===== config.mk =====
export PLATFORM = sky130hd
export DESIGN_NAME = fixpoint_step
export DESIGN_NICKNAME = d
export VERILOG_FILES = /design/src/rtl/fixpoint_pkg.sv /design/src/rtl/fixpoint_step.sv
export SDC_FILE = /design/constraint.sdc
export NUM_CORES = 1
export LEC_CHECK = 0
export CORE_AREA = 4 4 41 43
export DETAILED_ROUTE_END_ITERATION = 7
export DIE_AREA = 0 0 45 47
export SLEW_MARGIN = 20
export SYNTH_ARGS = -nofsm -noshare
export SYNTH_HDL_FRONTEND = slang
export SYNTH_SLANG_ARGS = --single-unit

===== constraint.sdc =====
create_clock -name vclk -period 1.31
set_input_delay 0.131 -clock vclk [all_inputs]
set_output_delay 0.131 -clock vclk [all_outputs]
set_load 0.03 [all_outputs]

===== src/rtl/fixpoint_pkg.sv =====
// Shared types and the per-bit propagation rule
// for the token-chain fixpoint checker.
package fixpoint_pkg;

  typedef enum logic [1:0] {
    IDLE,
    ITER,
    CHECK,
    DONE
  } state_t;

  function automatic logic step_bit(
    input logic cur,
    input logic prev,
    input logic blk
  );
    return cur | (prev & ~blk);
  endfunction

endpackage


===== src/rtl/fixpoint_step.sv =====
// One propagation step of a single token chain.
// Bit 0 is fed by the seed, bit i by bit i-1.
module fixpoint_step
  import fixpoint_pkg::*;
#(
  parameter int WIDTH = 10
) (
  input  logic [WIDTH-1:0] cur,
  input  logic [WIDTH-1:0] blk,
  input  logic             seed,
  output logic [WIDTH-1:0] nxt,
  output logic             changed
);

  logic [WIDTH-1:0] prev;

  assign prev = {cur[WIDTH-2:0], seed};

  always_comb begin
    nxt = '0;
    for (int i = 0; i < WIDTH; i++) begin
      nxt[i] = step_bit(cur[i], prev[i], blk[i]);
    end
  end

  assign changed = (nxt != cur);

endmodule


==> impl_metrics.csv, run 1 <==
group,metric,value,unit
timing,slew_headroom,84.6,%
logic_synthesis,synth_area_per_cell,6.22,um^2
timing,fin_crit,1.24,ns
finish,layout-drive-gt1-share,30.3,%
die,die_width,45,um
global_routing,grt.total_usage,7.08,%
finish,antenna_cells,0,
timing,setup_viol,0,
power_and_ir_drop,vdd_drop_max,0.122,mV
die,core,0.00130,mm^2
detailed_routing,initialDrtViolationCount,0,
die,die_y,47,um
finish,syn_to_final_growth,170,%
logic_synthesis,yosys_warnings,0,
logic_synthesis,synth_common_cells,"inv_1, o21ai_0, a21o_1",
critical_path,critPathArrivalTime,1.11,ns
place,dp_hpwl,707,um
logic_synthesis,syn_inst,32,
status,status,"finished, final reports clean",
power_and_ir_drop,p_per_area,356,mW/mm^2
logic_synthesis,syn-cell-area,199,um^2
logic_synthesis,synth_cell_types,10,
die,rows,13,
timing,fmax,809,MHz
timing,period_share,94.4,%
finish,n_sequential_cell,0,
global_routing,grt_pass1_wl,1.19,mm
logic_synthesis,yosysTopAreaCell,"a21o_1",
clock_network,cts_setup_buffers,0,
finish,ff_latch_area,0,um^2
logic_synthesis,synth_seq_area_share,0,%
global_routing,grt-ovfl-total,0,
detailed_routing,totalWireLength,787,um
hold_path,worstHoldPathType,"in2out",
critical_path,critPathKind,"in2out",
die,die_area,0.00212,mm^2
critical_path,cp-end-kind,"output pin",
power_and_ir_drop,power.leakage,0.323,nW
die,start_util,15.3,%
clock_network,cts_hold_buf,0,
finish,n_clock_buffer,0,
detailed_routing,drt_first_pass_iters,1,
critical_path,required,1.18,ns
timing,final_max_slew_viol_count,0,
global_routing,antenna_found_initial,0,
finish,finish.utilization,41.3,%
logic_synthesis,synth.area.top_cells,"a21o_1, o21ai_0, nor3b_1, inv_1, or2_1",
detailed_routing,num_vias,337,
global_routing,grt_pass1_vias,320,
place,finalWeightedCongestion,0.666,
timing,hold_viol,0,
detailed_routing,drc,0,
logic_synthesis,synth_top_area_share,18.9,%
detailed_routing,viasPerCell,4.16,
logic_synthesis,synth.most_common_cell,"inv_1",
finish,multiInputGateArea,181,um^2
timing,rsz0062_at_grt,"no",
finish,nNetsFinal,89,
detailed_routing,wl_per_cell,9.72,um
global_routing,grt_max_degree,5,
power_and_ir_drop,power.total,0.000192,W
place,portBuffers,32,
die,ios,32,
critical_path,critPathMaxFanout,4,
logic_synthesis,synth_nets,53,
run,drv_cap,0,
finish,filler_cell_count,144,
detailed_routing,drtAntennaViolNets,0,
critical_path,start_kind,"primary input",
timing,worst_pin_slew,0.229,ns
## path summary, 6_finish.rpt
kind                    from  depth (start not counted)      end
worst max-delay path  cur[8]                          5  changed
worst min-delay path  cur[7]                          3   nxt[7]
## area by class of cell
class | instances | share of cell area [%]
multi-input combinational | 25 | 33.7
tap | 15 | 3.49
timing repair buffer | 34 | 57.9
inverter | 7 | 4.88
## report_power, final
part           internal [W]  leakage, nW  switching, W  total [W]
Sequential                0            0             0          0
Clock                     0            0             0          0
Combinational     0.0000995        0.323     0.0000922   0.000192
## kinds of logic after synthesis
group,Yosys count,synth area share [%]
compound gates,13,42.8
simple gates,12,44.0
buf+inv,7,13.2
## timing repair
item	4_1_cts	5_1_grt
resized for setup	30	9
setup endpoints to repair	3	2
pin swaps	2	4
cloned	0	0
hold endpoints to repair	0	0
## critical path, cell delays in order
cell	delay, ns
clkdlybuf4s50_1	0.51
o21ai_0	0.10
o21ai_1	0.08
nand4_1	0.12
buf_6	0.16
## stage by stage
stage | worst slack [ns] | instances | TNS [ns] | instance area (um^2) | hold WS [ns]
after floorplan | 0.334 | 32 | 0 | 199 | 0.419
after global placement | -0.565 | 81 | -1.35 | 533 | 0.972
after detailed placement | -0.561 | 81 | -1.37 | 533 | 0.970
after CTS | -0.0259 | 81 | -0.0259 | 522 | 0.728
after global routing | 0.0158 | 81 | 0 | 538 | 0.644
final | 0.0733 | 81 | 0 | 538 | 0.612
## metal layers
metal | share of wire, % | wire (um) | global-route usage [%] | vias to the layer above
met1 | 39 | 309 | 7.87 | 140
met4 | 0 | 0 | 0 | 0
met5 | 0 | 0 | 0 | -
met2 | 49 | 382 | 15.0 | 17
met3 | 12 | 95 | 0.766 | 0
li1 | - | - | - | 180
## layout by cell type, fill, tap and decap left out, types with 2 or more instances in the layout
cell	Yosys	final
a21o_1	5	5
a21o_2	2	2
and2b_2	2	2
buf_2	0	2
buf_4	0	10
clkdlybuf4s50_1	0	6
dlygate4sd2_1	0	8
dlymetal6s2s_1	0	6
inv_1	7	7
nor3b_1	4	3
o21ai_0	6	2
o21ai_1	0	3
or2_1	3	3
(Power assumes the default switching activity.)
==> run 2: changes to the inputs <==
--- a/config.mk
+++ b/config.mk
@@ -5,10 +5,10 @@
 export SDC_FILE = /design/constraint.sdc
 export NUM_CORES = 1
 export LEC_CHECK = 0
-export CORE_AREA = 4 4 41 43
+export CORE_AREA = 2 2 39 41
 export DETAILED_ROUTE_END_ITERATION = 7
-export DIE_AREA = 0 0 45 47
-export SLEW_MARGIN = 20
+export DIE_AREA = 0 0 41 43
+export SLEW_MARGIN = 0
 export SYNTH_ARGS = -nofsm -noshare
 export SYNTH_HDL_FRONTEND = slang
 export SYNTH_SLANG_ARGS = --single-unit
==> run 2 against run 1 <==
Combinational power grew 2%; power up 2.0%; wire length decreased by 15%; final cell count grew 2.5%; sequential cell count is the same; core utilization decreased by 1.4 points; first-iteration DRC count grew 1; highest routed layer unchanged.
==> impl_metrics.csv, run 2 (synthesized netlist as in run 1, its figures left out) <==
group,metric,value,unit
hold_path,holdPathStages,3,
power_and_ir_drop,switchingPower,0.0000928,W
finish,finish.utilization,40.0,%
global_routing,grt_pass1_wl,986,um
timing,final_max_slew_viol_count,0,
place,dp_hpwl,591,um
place,portBuffers,32,
finish,n_clock_buffer,0,
die,start_util,14.4,%
place,finalWeightedCongestion,0.553,
detailed_routing,drt_first_pass_iters,2,
place,placed_cells,83,
global_routing,grt-ovfl-total,0,
die,die_area,0.00176,mm^2
critical_path,critPathKind,"in2out",
die,rows,14,
timing,worst_pin_slew,0.227,ns
timing,setup_ws,0.0535,ns
die,core,0.00138,mm^2
finish,layout-drive-gt1-share,34.3,%
timing,rsz0062_at_grt,"no",
power_and_ir_drop,power.total,0.000196,W
finish,nNetsFinal,90,
critical_path,start_kind,"primary input",
critical_path,cp-end-kind,"output pin",
power_and_ir_drop,seqPwrFrac,0,%
place,preCtsSetupSlack,-0.610,ns
global_routing,grt.total_usage,7.29,%
critical_path,critPathArrivalTime,1.13,ns
detailed_routing,initialDrtViolationCount,1,
power_and_ir_drop,power.leakage,0.321,nW
detailed_routing,drc,0,
detailed_routing,drtAntennaViolNets,0,
hold_path,whs_endpoint,"nxt[7]",
power_and_ir_drop,p_sw_share,47.4,%
timing,hold_viol,0,
timing,fmax,796,MHz
timing,slew_headroom,84.8,%
detailed_routing,wl_per_cell,8.06,um
hold_path,min_from,"cur[7]",
finish,antenna_cells,0,
power_and_ir_drop,combPwrFrac,100.0,%
finish,syn_to_final_growth,178,%
detailed_routing,totalWireLength,669,um
detailed_routing,num_vias,337,
timing,period_share,95.9,%
finish,layout_common_cells,"buf_4, dlygate4sd2_1, inv_1, clkdlybuf4s50_1",
die,die_width,41,um
finish,fin_cells,83,
global_routing,grt_max_degree,5,
finish,ff_latch_area,0,um^2
detailed_routing,viasPerCell,4.06,
global_routing,grt_pass1_vias,268,
global_routing,antenna_found_initial,0,
timing,fin_crit,1.26,ns
hold_path,worstHoldPathType,"in2out",
critical_path,critPathMaxFanout,3,
die,ios,32,
status,status,"finished, final reports clean",
critical_path,required,1.18,ns
power_and_ir_drop,p_clk_share,0,%
power_and_ir_drop,p_per_area,354,mW/mm^2
finish,n_sequential_cell,0,
die,die_y,43,um
timing,setup_viol,0,
run,drv_cap,0,
power_and_ir_drop,vdd_drop_max,0.114,mV
finish,final_common_cell,"buf_4",
power_and_ir_drop,p_int,0.000103,W
clock_network,cts_setup_buffers,0,
[run 2: stage by stage]
stage	setup TNS (ns)	cell area [um^2]	hold slack [ns]
2_1_floorplan	0	199	0.419
3_3_place_gp	-1.37	542	0.971
3_5_place_dp	-1.40	542	0.972
4_1_cts	0	537	0.729
6_report	0	553	0.613
5_1_grt	0	553	0.645
[run 2: area by class of cell]
| cell class | count | area [um^2] |
|---|---|---|
| Tap cell | 16 | 20.0 |
| Multi-Input combinational cell | 25 | 191 |
| Fill cell | 150 | 831 |
| Inverter | 7 | 26.3 |
| Timing Repair Buffer | 35 | 315 |
[run 2: timing repair]
| action | in CTS | in global routing |
|---|---|---|
| hold buffers | 0 | 0 |
| pin swaps | 2 | 4 |
| gates resized for setup | 31 | 6 |
| endpoints found under the setup margin | 3 | 3 |
[run 2: power by group through the flow]
| stage | registers, W | clock network [W] | logic, W |
|---|---|---|---|
| floorplan | 0 | 0 | 0.0000861 |
| CTS | 0 | 0 | 0.000199 |
| finish | 0 | 0 | 0.000196 |
| detailed placement | 0 | 0 | 0.000205 |
| global route | 0 | 0 | 0.000210 |
| global placement | 0 | 0 | 0.000205 |
[run 2: worst max-delay path: stages]
cell and delay, ns:
clkdlybuf4s50_1 0.45, buf_4 0.16, or2_1 0.21, buf_2 0.17
[run 2: how the worst max path moves through the flow]
stage                 from  endpoint  slack (ns)
floorplan           cur[2]   changed        0.33
global placement    cur[3]   changed       -0.58
detailed placement  cur[3]   changed       -0.61
CTS                 blk[8]   changed       0.005
global route        cur[8]   changed       0.008
finish              cur[8]    nxt[8]        0.05
[run 2: metal layers]
layer  track usage [%]  wire [um]  vias to the layer above
met4                 0          0                        0
met3                 0         69                        0
met1              10.1        271                      140
met2              12.8        328                       16
met5                 0          0                        -
li1                  -          -                      181
